`src/rtl/pwd_pkg.sv`:
```
// rtl/pwd_pkg.sv - key codes, FSM states and key helpers for the password entry checker
// Purpose: definitions shared by the password entry checker and its testbench.
// Contents: KEY_CONFIRM/KEY_BACK/KEY_CLEAR key codes, state_t enum, is_digit().
package pwd_pkg;

   localparam logic [3:0] KEY_CONFIRM = 4'hA;
   localparam logic [3:0] KEY_BACK    = 4'hB;
   localparam logic [3:0] KEY_CLEAR   = 4'hD;

   typedef enum logic [1:0] {
      ENTRY  = 2'd0,
      CHECK  = 2'd1,
      LOCKED = 2'd2
   } state_t;

   function automatic logic is_digit(input logic [3:0] k);
      return (k <= 4'd9);
   endfunction

endpackage

```
`src/rtl/pwd_entry_check_if.sv`:
```
// rtl/pwd_entry_check_if.sv - keypad/password bus between the lock logic and the entry checker
// Purpose: bundles the key strobe, password load and the status outputs of pwd_entry_check.
// master: drives key_value/key_valid/pwd_load/new_pwd, observes status.
// slave : the checker; drives input_pwd/digit_cnt/saved_pwd/unlock/fail/locked.
interface pwd_entry_check_if #(
   parameter int DIGITS = 4
);
   localparam int W  = 4 * DIGITS;
   localparam int CW = $clog2(DIGITS + 1);

   logic [3:0]    key_value;
   logic          key_valid;
   logic          pwd_load;
   logic [W-1:0]  new_pwd;
   logic [W-1:0]  input_pwd;
   logic [CW-1:0] digit_cnt;
   logic [W-1:0]  saved_pwd;
   logic          unlock;
   logic          fail;
   logic          locked;

   modport master (
      output key_value, key_valid, pwd_load, new_pwd,
      input  input_pwd, digit_cnt, saved_pwd, unlock, fail, locked
   );

   modport slave (
      input  key_value, key_valid, pwd_load, new_pwd,
      output input_pwd, digit_cnt, saved_pwd, unlock, fail, locked
   );

endinterface

```
`src/rtl/pwd_lock_timer.sv`:
```
// rtl/pwd_lock_timer.sv - loadable down-counter shared by entry timeout and lockout
// Purpose: counts down from load_val once armed and reports when it has reached zero.
// Ports: clk, rst_n (async, active-low), load (arm with load_val),
//        load_val, restart (disarm, back to idle), zero (armed and count is 0).
module pwd_lock_timer #(
   parameter int WIDTH = 10
) (
   input  logic             clk,
   input  logic             rst_n,
   input  logic             load,
   input  logic [WIDTH-1:0] load_val,
   input  logic             restart,
   output logic             zero
);

   logic [WIDTH-1:0] cnt;
   logic             run;

   // load wins over restart so a key that both ends and starts a countdown re-arms it.
   always_ff @(posedge clk or negedge rst_n) begin
      if (!rst_n) begin
         cnt <= '0;
         run <= 1'b0;
      end else if (load) begin
         cnt <= load_val;
         run <= 1'b1;
      end else if (restart) begin
         cnt <= '0;
         run <= 1'b0;
      end else if (run && (cnt != '0)) begin
         cnt <= cnt - 1'b1;
      end
   end

   // zero stays high while armed at 0; the owner must restart or reload it.
   assign zero = run && (cnt == '0);

endmodule

```
`src/rtl/pwd_entry_check.sv`:
```
// rtl/pwd_entry_check.sv - keypad password entry, verification and lockout controller
// Purpose: collects DIGITS BCD digits (with backspace/clear), checks them against the saved
//          password on confirm, pulses unlock or fail, locks out after MAX_FAIL fails and
//          discards idle partial entries.
// Ports: clk, rst_n (async, active-low), bus (pwd_entry_check_if.slave).
module pwd_entry_check
   import pwd_pkg::*;
#(
   parameter int                  DIGITS         = 4,
   parameter int                  MAX_FAIL       = 3,
   parameter int                  LOCK_CYCLES    = 1000,
   parameter int                  TIMEOUT_CYCLES = 5000,
   parameter logic [4*DIGITS-1:0] RST_PWD        = {DIGITS{4'h1}}
) (
   input logic                clk,
   input logic                rst_n,
   pwd_entry_check_if.slave   bus
);

   localparam int W    = 4 * DIGITS;
   localparam int CW   = $clog2(DIGITS + 1);
   localparam int FW   = (MAX_FAIL > 1) ? $clog2(MAX_FAIL + 1) : 1;
   localparam int TMAX = (LOCK_CYCLES > TIMEOUT_CYCLES) ? LOCK_CYCLES : TIMEOUT_CYCLES;
   localparam int TW   = (TMAX > 1) ? $clog2(TMAX) : 1;

   localparam logic [CW-1:0] FULL       = CW'(DIGITS);
   localparam logic [FW-1:0] FAIL_MAX   = FW'(MAX_FAIL);
   localparam logic [TW-1:0] LOCK_LD    = TW'(LOCK_CYCLES - 1);
   localparam logic [TW-1:0] TIMEOUT_LD = TW'(TIMEOUT_CYCLES - 1);

   state_t        state_q, state_d;
   logic [W-1:0]  pwd_q, pwd_d;
   logic [CW-1:0] cnt_q, cnt_d;
   logic [W-1:0]  saved_q, saved_d;
   logic [FW-1:0] fail_cnt, fail_cnt_d;
   logic          unlock_q, unlock_d;
   logic          fail_q, fail_d;
   logic          locked_q, locked_d;

   logic          t_load, t_restart, t_zero;
   logic [TW-1:0] t_val;

   // Shift helpers sized so that DIGITS=1 needs no special-case slicing.
   logic [W+3:0]  shl, shr;
   assign shl = {pwd_q, bus.key_value};
   assign shr = {4'h0, pwd_q};

   pwd_lock_timer #(.WIDTH(TW)) u_timer (
      .clk      (clk),
      .rst_n    (rst_n),
      .load     (t_load),
      .load_val (t_val),
      .restart  (t_restart),
      .zero     (t_zero)
   );

   always_ff @(posedge clk or negedge rst_n) begin
      if (!rst_n) begin
         state_q  <= ENTRY;
         pwd_q    <= '0;
         cnt_q    <= '0;
         saved_q  <= RST_PWD;
         fail_cnt <= '0;
         unlock_q <= 1'b0;
         fail_q   <= 1'b0;
         locked_q <= 1'b0;
      end else begin
         state_q  <= state_d;
         pwd_q    <= pwd_d;
         cnt_q    <= cnt_d;
         saved_q  <= saved_d;
         fail_cnt <= fail_cnt_d;
         unlock_q <= unlock_d;
         fail_q   <= fail_d;
         locked_q <= locked_d;
      end
   end

   always_comb begin
      state_d    = state_q;
      pwd_d      = pwd_q;
      cnt_d      = cnt_q;
      saved_d    = saved_q;
      fail_cnt_d = fail_cnt;
      unlock_d   = 1'b0;
      fail_d     = 1'b0;
      locked_d   = locked_q;
      t_load     = 1'b0;
      t_restart  = 1'b0;
      t_val      = TIMEOUT_LD;

      case (state_q)
         ENTRY: begin
            if (bus.pwd_load) begin
               // Load beats a simultaneous key; the key is simply dropped.
               saved_d   = bus.new_pwd;
               pwd_d     = '0;
               cnt_d     = '0;
               t_restart = 1'b1;
            end else if (bus.key_valid) begin
               if (bus.key_value == KEY_CONFIRM) begin
                  state_d   = CHECK;
                  t_restart = 1'b1;
               end else begin
                  if (is_digit(bus.key_value)) begin
                     if (cnt_q != FULL) begin
                        pwd_d = shl[W-1:0];
                        cnt_d = cnt_q + 1'b1;
                     end
                  end else if (bus.key_value == KEY_BACK) begin
                     if (cnt_q != '0) begin
                        pwd_d = shr[W+3:4];
                        cnt_d = cnt_q - 1'b1;
                     end
                  end else if (bus.key_value == KEY_CLEAR) begin
                     pwd_d = '0;
                     cnt_d = '0;
                  end
                  // Any key restarts the idle countdown while a partial entry exists.
                  if (cnt_d != '0) t_load = 1'b1;
                  else             t_restart = 1'b1;
               end
            end else if (t_zero) begin
               // Idle timeout: drop the partial entry silently.
               pwd_d     = '0;
               cnt_d     = '0;
               t_restart = 1'b1;
            end
         end

         CHECK: begin
            pwd_d = '0;
            cnt_d = '0;
            if ((cnt_q == FULL) && (pwd_q == saved_q)) begin
               unlock_d   = 1'b1;
               fail_cnt_d = '0;
               state_d    = ENTRY;
            end else begin
               fail_d     = 1'b1;
               fail_cnt_d = (fail_cnt >= FAIL_MAX) ? FAIL_MAX : fail_cnt + 1'b1;
               if (fail_cnt_d >= FAIL_MAX) begin
                  locked_d = 1'b1;
                  state_d  = LOCKED;
                  t_load   = 1'b1;
                  t_val    = LOCK_LD;
               end else begin
                  state_d = ENTRY;
               end
            end
         end

         LOCKED: begin
            if (t_zero) begin
               locked_d   = 1'b0;
               fail_cnt_d = '0;
               state_d    = ENTRY;
               t_restart  = 1'b1;
            end
         end

         default: begin
            state_d = ENTRY;
         end
      endcase
   end

   assign bus.input_pwd = pwd_q;
   assign bus.digit_cnt = cnt_q;
   assign bus.saved_pwd = saved_q;
   assign bus.unlock    = unlock_q;
   assign bus.fail      = fail_q;
   assign bus.locked    = locked_q;

endmodule

```
`src/flat_wrapper.sv`:
```
// flat-port wrapper written by rule: the top's interface ports become plain ports
module pwd_entry_check_flat import pwd_pkg::*;
#(
   parameter int                  DIGITS         = 4,
   parameter int                  MAX_FAIL       = 3,
   parameter int                  LOCK_CYCLES    = 1000,
   parameter int                  TIMEOUT_CYCLES = 5000,
   parameter logic [4*DIGITS-1:0] RST_PWD        = {DIGITS{4'h1}}
)
  (clk, rst_n, bus_key_value, bus_key_valid, bus_pwd_load, bus_new_pwd, bus_input_pwd, bus_digit_cnt, bus_saved_pwd, bus_unlock, bus_fail, bus_locked);
  pwd_entry_check_if #(.DIGITS(DIGITS)) bus_i ();
  input logic clk;
  input logic rst_n;
  input wire logic [$bits(bus_i.key_value)-1:0] bus_key_value;
  input wire logic [$bits(bus_i.key_valid)-1:0] bus_key_valid;
  input wire logic [$bits(bus_i.pwd_load)-1:0] bus_pwd_load;
  input wire logic [$bits(bus_i.new_pwd)-1:0] bus_new_pwd;
  output wire logic [$bits(bus_i.input_pwd)-1:0] bus_input_pwd;
  output wire logic [$bits(bus_i.digit_cnt)-1:0] bus_digit_cnt;
  output wire logic [$bits(bus_i.saved_pwd)-1:0] bus_saved_pwd;
  output wire logic [$bits(bus_i.unlock)-1:0] bus_unlock;
  output wire logic [$bits(bus_i.fail)-1:0] bus_fail;
  output wire logic [$bits(bus_i.locked)-1:0] bus_locked;
  assign bus_i.key_value = bus_key_value;
  assign bus_i.key_valid = bus_key_valid;
  assign bus_i.pwd_load = bus_pwd_load;
  assign bus_i.new_pwd = bus_new_pwd;
  assign bus_input_pwd = bus_i.input_pwd;
  assign bus_digit_cnt = bus_i.digit_cnt;
  assign bus_saved_pwd = bus_i.saved_pwd;
  assign bus_unlock = bus_i.unlock;
  assign bus_fail = bus_i.fail;
  assign bus_locked = bus_i.locked;
  pwd_entry_check #(.DIGITS(DIGITS), .MAX_FAIL(MAX_FAIL), .LOCK_CYCLES(LOCK_CYCLES), .TIMEOUT_CYCLES(TIMEOUT_CYCLES), .RST_PWD(RST_PWD)) u_core (.clk(clk), .rst_n(rst_n), .bus(bus_i));
endmodule
```
`config.mk`:
```
export PLATFORM = sky130hd
export DESIGN_NAME = pwd_entry_check_flat
export DESIGN_NICKNAME = d
export VERILOG_FILES = /design/src/rtl/pwd_pkg.sv /design/src/rtl/pwd_entry_check_if.sv /design/src/rtl/pwd_lock_timer.sv /design/src/rtl/pwd_entry_check.sv /design/src/flat_wrapper.sv
export SDC_FILE = /design/constraint.sdc
export NUM_CORES = 1
export LEC_CHECK = 0
export ABC_AREA = 1
export CAP_MARGIN = 30
export CORE_AREA = 2 2 112 81
export DETAILED_ROUTE_END_ITERATION = 10
export DIE_AREA = 0 0 114 83
export PLACE_DENSITY = 0.61
export SETUP_SLACK_MARGIN = 0.2
export SLEW_MARGIN = 30
export SYNTH_ARGS = -nofsm -noshare
export SYNTH_HDL_FRONTEND = slang
export SYNTH_SLANG_ARGS = --single-unit
```
`constraint.sdc`:
```
create_clock -name clk -period 5 [get_ports clk]
set_input_delay 1 -clock clk [delete_from_list [all_inputs] [get_ports clk]]
set_output_delay 1 -clock clk [all_outputs]
set_load 0.05 [all_outputs]
```
==> results_dict.tcl <==
set metrics [dict create \
    rsz0062_at_grt "false" \
    cp_num_cells 11 \
    wl_mm 8.76 \
    slowest_delay_ps 500 \
    initial_core_util_pct 39.3 \
    hpwl_mm 6.76 \
    yosys_most_used_dff "dfrtp_1" \
    cp_cell_sequence "clkdlybuf4s50_1, inv_1, nor2_1, inv_1, nor2_2, inv_1, nor2_1, clkinv_1, o22ai_1, nand2_1, o21ai_0" \
    r2r_cells 13 \
    cts_buffers 5 \
    crit_family "buffers and inverters" \
    synth_xor_area_share_pct 4.01 \
    p_sw_share_pct 37.6 \
    p_int_uw 936 \
    clock_path_buffers 2 \
    holdPathStages 2 \
    power_frac_comb_pct 34.9 \
    finalHoldViolations 0 \
    synth_fa_ha_area_share_pct 1.91 \
    synth-simple-area-share_pct 29.0 \
    gp_congestion 0.913 \
    avgSynthCellArea_um2 7.48 \
    fin_nets 530 \
    maxSlewHeadroom_pct 39.4 \
    crit_fanout 9 \
    clk_latency_ps 290 \
    clkTransAtPathRegs_ps 80 \
    finalCritPeriodShare_pct 60.4 \
    core_area_mm2 0.00834 \
    synth_nets 467 \
    synth_area_leaders "dfrtp_1 (40%), nand2_1 (11%), inv_1 (7.4%)" \
    drc_errors 0 \
    final_cell_mix "nand2_1 (98), inv_1 (65), clkdlybuf4s50_1 (60)" \
    finalMaxSlewViolations 0 \
    grtUsageTotal_pct 18.9 \
    hold_buffers 0 \
    ys_seq_elements 56 \
    yosysUniqueCellTypes 33 \
    peakVddDrop_mv 0.148 \
    firstDrtPassIters 6 \
    async_reset_ff_share_pct 100 \
    io_buffers 61 \
    area_growth_pct 27.0 \
    dieWidth_um 114 \
    die-area_mm2 0.00946 \
    dp_cells 599 \
    syn_inst 438 \
    antenna_cells 0 \
    ys_seq_area_share_pct 42.9 \
    endpoint_kind "flip-flop" \
    slowest_stage "clkdlybuf4s50_1" \
    drive_gt1_share_pct 8.17 \
    fin_crit_ps 3020 \
    fmax_ghz 0.331 \
    cp.required_ps 5210 \
    synth_top_family_by_area "simple AND/OR/NAND/NOR gates" \
    nFillCells 819 \
    switching_power_uw 563 \
    critPathArrivalTime_ps 3240 \
    viasPerCell 5.16 \
    tightest_slew_ps 907 \
    postLayoutCoreUtil_pct 49.9 \
    min_path_type "reg2reg" \
    synth_compound_area_share_pct 11.0 \
    via_count 3134 \
    p_leak_nw 1.92 \
    grt_max_degree 57 \
    status "complete, no violations" \
    muxShareOfSynthArea_pct 2.40 \
    cts_tree "yes" \
    cap_viol_max_count 0 \
    cts_setup_buffers 0 \
    seq_area_mm2 0.00141 \
    drt_iter0_drc 309 \
    clock_skew_ps 11.7 \
    power.density_mw_per_mm2 360 \
    cts.htree.levels 2 \
    power_mw 1.50 \
    cts_sinks 56 \
    globalRouteOverflowTotal 0 \
    die_h_um 83 \
    grt_pass1_wl_mm 14.4 \
    power.share.sequential_pct 38.0 \
    ctsResizeCount 0 \
    detail_route.wl_per_cell_um 14.4 \
    instances_no_fill 607 \
    cts_root_buffer "clkbuf_16" \
    cp-start-kind "input pin" \
    fin_hold_ws_ps 497 \
    antenna_found_initial 0 \
    synth_edf_count 0 \
    fp-row-count 28 \
    io_pins 62 \
    synth_area_mm2 0.00328 \
    synth_top_cell_by_area "dfrtp_1" \
    cp_num_buf_inv 5 \
    ant_nets 0 \
    grt_pass1_vias 2880 \
    clockPowerShare_pct 27.1 \
    setup_viol 0 \
    totalNegativeSetupSlack_ps 0 \
    path_class "in2reg" \
    yosysWarnings 0 \
    final_common_cell "nand2_1" \
    yosysTopAreaCellShare_pct 39.7 \
    multi_input_area_mm2 0.00158 \
    cp_common_cell "inv_1" \
]
-- final cells by class --
type                       count  area share [%]
clock buffer                   6            3.10
clock inverter                 2           0.932
inverter                      70            6.31
multi-input combinational    306            38.0
sequential                    56            33.8
tap                          105            3.16
timing repair buffer          62            14.7
-- routing by layer --
metal / up-vias / global-route usage [%] / wire (um)
met5: - / 0 / 0
met4: 0 / 4.43 / 90
met3: 8 / 4.96 / 818
met2: 127 / 24.0 / 3340
met1: 1463 / 30.9 / 4510
li1: 1536 / - / -
-- path summary, 6_finish.rpt --
path                                              start                       end  slack, ps
min in group asynchronous                         rst_n  u_core.bus.saved_pwd[10]        830
worst min register to register        u_core.bus.locked         u_core.bus.locked        500
worst max register to register  u_core.bus.digit_cnt[0]     u_core.u_timer.cnt[2]       2530
worst max-delay path                      bus_key_valid   u_core.bus.input_pwd[7]       1980
max in group asynchronous                         rst_n        u_core.u_timer.run       3660
worst min-delay path                  u_core.bus.locked         u_core.bus.locked        500
-- cells by family after synthesis --
group / Yosys count
compound gates: 64
xor+xnor: 15
fa+ha+maj: 5
buf+inv: 76
flops: 56
mux: 7
simple gates: 215
-- sequential cells by signal (all words and copies together) (netlist names) --
signal,flops
u_core.bus.input_pwd,16
u_core.bus.saved_pwd,16
u_core.u_timer.cnt,13
u_core.bus.digit_cnt,3
u_core.fail_cnt,2
u_core.state_q,2
u_core.bus.fail,1
u_core.bus.locked,1
u_core.bus.unlock,1
u_core.u_timer.run,1
-- metrics by stage --
stage / instance area, um^2 / worst slack, ps
after floorplan: 3280 / 2640
after global placement: 4000 / 1680
after detailed placement: 4000 / 1730
after CTS: 4160 / 2020
after global routing: 4160 / 1780
final: 4160 / 1980
-- cells in the mapped netlist, types with 4 or more instances --
master	instances
dfstp_2	4
mux2_2	7
ha_1	5
o22ai_1	12
dfrtp_1	52
inv_1	65
nor4_1	4
nor3_1	5
o21ai_0	22
nand2_2	5
nand4_1	10
a21oi_1	12
nand3_1	25
nand2_1	98
o21ai_1	9
inv_2	4
xnor2_1	11
xor2_1	4
nor2_1	56
-- power by group through the flow --
stage,registers [mW],logic (mW),clock network [mW]
floorplan,0.639,0.303,0
global placement,0.577,0.521,0
CTS,0.569,0.521,0.417
global route,0.580,0.582,0.434
detailed placement,0.578,0.519,0
finish,0.570,0.523,0.406
-- worst min-delay path: stages, from the launching register on --
cell and delay [ps]:
dfrtp_1 360, nand2_1 60, nand2_1 50
Note: power is estimated with default switching activity, not from simulation.
==> RTL change 1: new RTL, same settings <==
Re-encode `state_t` (3 states) as one-hot, 3 bits wide.
--- a/src/rtl/pwd_pkg.sv
+++ b/src/rtl/pwd_pkg.sv
@@ -8,8 +8,8 @@
    localparam logic [3:0] KEY_CLEAR   = 4'hD;
 
-   typedef enum logic [1:0] {
-      ENTRY  = 2'd0,
-      CHECK  = 2'd1,
-      LOCKED = 2'd2
+   typedef enum logic [2:0] {
+      ENTRY  = 3'b001,
+      CHECK  = 3'b010,
+      LOCKED = 3'b100
    } state_t;
 
Check against the original RTL: no difference found for any inputs over 4 cycles, from zero or initial values and one cycle with rst_n low; so few cycles prove little.
==> RTL change 1 against the unedited design <==
Sequential cell count grew 1; final area is 6.8% higher; critical path depth is the same; worst setup slack worse by 0.020 ns; synthesized area is 3.9% higher; wire length grew 3.5%.
Power is not compared: it rests on default switching activity, and its combinational part moved more than twofold at a synthesized area within 25%.
==> RTL change 1: results (changes against the unedited design) <==
{| class="wikitable"
! Metric !! Value
|-
| Total via count in the routed design || 3,088 (was 3,134)
|-
| Flip-flop and latch area || 1433 µm² (was 1406 µm²)
|-
| RePlAce Congestion || 0.9042 (was 0.9131)
|-
| Layout filler cell count || 780 (was 819)
|-
| Post-synth top cells || 90 x sky130_fd_sc_hd__nand2_1, 53 x sky130_fd_sc_hd__inv_1, 52 x sky130_fd_sc_hd__dfrtp_1 (was 98 x sky130_fd_sc_hd__nand2_1, 65 x sky130_fd_sc_hd__inv_1, 56 x sky130_fd_sc_hd__nor2_1)
|-
| Worst-Skew Late Latency || 0.33 ns (was 0.29 ns)
|-
| Largest driver fanout on the critical path || 9 (unchanged)
|-
| Clock-pin slew of the registers on the worst-case setup and hold paths || 0.05 ns (was 0.08 ns)
|-
| Fraction of final layout cells with drive strength greater than 1 || 13.08% (was 8.167%)
|-
| Largest net degree at the start of global routing || 58 (was 57)
|-
| Vias in the first global route || 2,948 (was 2,880)
|-
| Mux contribution to synthesized area || 3.306% (was 2.405%)
|-
| First-pass GRT wire length || 14,930 µm (was 14,430 µm)
|-
| Post-Synthesis Net Count || 452 (was 467)
|-
| Arrival time at the worst endpoint || 3.30 ns (was 3.24 ns)
|-
| Number of placed instances, taps included || 585 (was 599)
|-
| Total routing usage reported by global routing || 20.31% (was 18.90%)
|-
| Compound-Gate Fraction of Synth Area || 12.31% (was 10.95%)
|-
| Adder-cell area share of the yosys netlist || 1.837% (was 1.908%)
|-
| Total Nets Final || 521 (was 530)
|-
| Placed instance area || 4123 µm² (was 3995 µm²)
|-
| Leading post-synthesis cells by cell area || sky130_fd_sc_hd__dfrtp_1 38%, sky130_fd_sc_hd__nand2_1 9.9%, sky130_fd_sc_hd__inv_1 5.8% (was sky130_fd_sc_hd__dfrtp_1 40%, sky130_fd_sc_hd__nand2_1 11%, sky130_fd_sc_hd__inv_1 7.4%)
|-
| Global-route track usage on met2 || 27.27% (was 24.03%)
|-
| Outcome || completed (unchanged)
|-
| Setup slack after placement || 1.716 ns (was 1.731 ns)
|-
| Clk_skew || 0.004619 ns (was 0.01171 ns)
|-
| Number of levels the H-tree was split into || 3 (was 2)
|-
| Remaining max-slew budget at the tightest pin || 51.02% (was 39.36%)
|-
| Path depth of the worst reg2reg path || 14 (was 13)
|-
| Worst hold margin || 0.4916 ns (was 0.4965 ns)
|-
| Initial DRC count || 151 (was 309)
|-
| Routing usage on met3 || 5.328% (was 4.964%)
|-
| Setup slack of the most critical reg-to-reg path || 2.54 ns (was 2.53 ns)
|-
| Number of buffers added by the clock tree synthesis step || 9 (was 5)
|-
| Non-filler instance count after layout || 602 (was 607)
|-
| Cell variety after synth || 43 (was 33)
|}
RTL change 1: final cells by class:
| class | instances | area share (%) |
|---|---|---|
| clock buffer | 10 | 5.151 |
| clock inverter | 6 | 1.858 |
| inverter | 58 | 5.010 |
| multi-input combinational | 303 | 38.76 |
| sequential | 57 | 32.23 |
| tap | 105 | 2.955 |
| timing repair buffer | 63 | 14.04 |
RTL change 1: layer usage:
layer | routed length [µm] | up-vias
met5 | 0 | -
met4 | 119 | 0
met3 | 490 | 9
met2 | 3586 | 91
met1 | 4874 | 1454
li1 | - | 1534
RTL change 1: how the worst max path moves through the flow:
stage	startpoint	endpoint	slack (ns)	cells past startpoint
floorplan	u_core.bus.digit_cnt[0]$_DFFE_PN0P_	u_core.u_timer.cnt[8]$_DFFE_PN0P_	2.69	14
global placement	bus_key_valid	u_core.bus.input_pwd[10]$_DFFE_PN0P_	1.67	11
detailed placement	bus_key_valid	u_core.bus.input_pwd[5]$_DFFE_PN0P_	1.72	11
CTS	bus_key_valid	u_core.bus.input_pwd[5]$_DFFE_PN0P_	2.05	11
global route	bus_key_valid	u_core.bus.input_pwd[4]$_DFFE_PN0P_	1.84	11
finish	bus_key_valid	u_core.bus.input_pwd[5]$_DFFE_PN0P_	1.96	11
RTL change 1: tightest hold or removal path: cells and delay by family, from the launching register on:
kind,cells,cell delay (ns)
DFF,1,0.35
and+or+nand+nor,2,0.11
RTL change 1: power by group through the flow:
stage	combinational, µW	sequential (µW)	clock (µW)
floorplan	811	1050	0
global placement	1480	778	0
detailed placement	1490	781	0
CTS	1500	778	659
global route	1640	805	678
finish	1510	781	646
==> RTL change 2: new RTL, same settings <==
Made on the original files. `MAX_FAIL` is set to 3 in 2 places; all go to 6.
--- a/src/rtl/pwd_entry_check.sv
+++ b/src/rtl/pwd_entry_check.sv
@@ -8,5 +8,5 @@
 #(
    parameter int                  DIGITS         = 4,
-   parameter int                  MAX_FAIL       = 3,
+   parameter int                  MAX_FAIL       = 6,
    parameter int                  LOCK_CYCLES    = 1000,
    parameter int                  TIMEOUT_CYCLES = 5000,
--- a/src/flat_wrapper.sv
+++ b/src/flat_wrapper.sv
@@ -3,5 +3,5 @@
 #(
    parameter int                  DIGITS         = 4,
-   parameter int                  MAX_FAIL       = 3,
+   parameter int                  MAX_FAIL       = 6,
    parameter int                  LOCK_CYCLES    = 1000,
    parameter int                  TIMEOUT_CYCLES = 5000,
Behaviour: same outputs for any inputs over 4 cycles, from zero or initial values and one cycle with rst_n low; that may be too few to reach the edited logic, so the function may still have changed.
==> RTL change 2 against the unedited design <==
Core utilization up 3.9 points; sequential cell count up 1; hold slack worse by 0.011 ns; worst setup slack worse by 0.063 ns; sequential power down 0.7%; final area up 7.8%; synthesized area up 6.0%; wire length up 4.6%; final cell count up 3.5%; first-iteration DRC count down 47%; largest cell class unchanged; power up 13%; sequential share of layout area down 1.9 points.
==> RTL change 2: results (changes against the unedited design) <==
{| class="wikitable"
! Metric !! Value
|-
| Outcome || completed (unchanged)
|-
| Max IR drop VDD || 0.1697 mV (was 0.1482 mV)
|-
| Number of buffers added by the clock tree synthesis step || 9 (was 5)
|-
| First-pass GRT wire length || 14,960 µm (was 14,430 µm)
|-
| Total iterations of the first detailed-routing run || 4 (was 6)
|-
| Global-route track usage on met2 || 26.57% (was 24.03%)
|-
| Final WL || 9164 µm (was 8763 µm)
|-
| Mux contribution to synthesized area || 1.620% (was 2.405%)
|-
| Worst-Skew Late Latency || 0.32 ns (was 0.29 ns)
|-
| RePlAce Congestion || 0.8847 (was 0.9131)
|-
| Fraction of final layout cells with drive strength greater than 1 || 13.19% (was 8.167%)
|-
| Clk_skew || 0.007140 ns (was 0.01171 ns)
|-
| Adder-cell area share of the yosys netlist || 2.521% (was 1.908%)
|-
| Compound-Gate Fraction of Synth Area || 12.10% (was 10.95%)
|-
| Wire length on met3 || 492 µm (was 818 µm)
|-
| Post-Synthesis Net Count || 484 (was 467)
|-
| Initial DRC count || 165 (was 309)
|-
| Total via count in the routed design || 3,190 (was 3,134)
|-
| Path depth of the worst reg2reg path || 15 (was 13)
|-
| Total routing usage reported by global routing || 20.02% (was 18.90%)
|-
| Measured slew at the worst slew-check pin || 0.7509 ns (was 0.9074 ns)
|-
| Slowest Stage Delay on Critical Path || 0.54 ns (was 0.50 ns)
|-
| RR Endpoint || u_core.u_timer.cnt[6]$_DFFE_PN0P_ (was u_core.u_timer.cnt[2]$_DFFE_PN0P_)
|-
| Placed instance area || 4173 µm² (was 3995 µm²)
|-
| Sequential element share of the synthesized area || 41.20% (was 42.90%)
|-
| Layout filler cell count || 808 (was 819)
|-
| Routed wl met2 || 3660 µm (was 3340 µm)
|-
| Largest net degree at the start of global routing || 58 (was 57)
|-
| Cell variety after synth || 37 (was 33)
|-
| Total routed wire length on the met1 layer || 4967 µm (was 4513 µm)
|-
| Met1 routing resource usage after global routing || 32.42% (was 30.95%)
|}
[RTL change 2: worst max-delay path by stage]
stage                                        start                                   to  slack (ns)  depth (start not counted)
2_1_floorplan  u_core.bus.digit_cnt[0]$_DFFE_PN0P_    u_core.u_timer.cnt[1]$_DFFE_PN0P_        2.63                         15
3_3_place_gp                      bus_key_value[1]  u_core.bus.input_pwd[3]$_DFFE_PN0P_        1.67                         10
3_5_place_dp                      bus_key_value[0]  u_core.bus.input_pwd[3]$_DFFE_PN0P_        1.63                         10
4_1_cts                           bus_key_value[1]  u_core.bus.input_pwd[3]$_DFFE_PN0P_        1.96                         10
5_1_grt                           bus_key_value[1]    u_core.u_timer.cnt[5]$_DFFE_PN0P_        1.68                         15
6_report                          bus_key_value[1]  u_core.bus.input_pwd[3]$_DFFE_PN0P_        1.91                         10
[RTL change 2: cell families after synthesis]
family / after synthesis
and+or+nand+nor: 227
adders and majority gates: 7
buffers and inverters: 75
muxes: 5
AOI/OAI and AO/OA: 66
xor gates and xnor gates: 16
DFF: 57
[RTL change 2: layout make-up]
cell class	count	area, µm²	share of cell area [%]
clock buffers	12	266.5	5.936
clock inverters	4	50.05	1.115
inverters	67	259.0	5.769
multi-input cells	321	1738	38.71
flip-flops and latches	57	1431	31.88
well taps	105	131.4	2.926
repair buffers	62	613.1	13.66
[RTL change 2: power breakdown]
group	internal (µW)	total (µW)	switching [µW]
clock	425	643	218
sequential	516	566	49.5
combinational	176	484	308
total	1120	1690	575
[RTL change 2: metrics by stage]
step           hold WS (ns)  setup WS [ns]  std cells  power (µW)
3_3_place_gp         0.4712          1.668        612        1055
4_1_cts              0.4899          1.962        628        1705
6_report             0.4853          1.915        628        1692
3_5_place_dp         0.4725          1.634        612        1056
2_1_floorplan        0.4824          2.633        453       924.1
5_1_grt              0.4984          1.682        628        1796
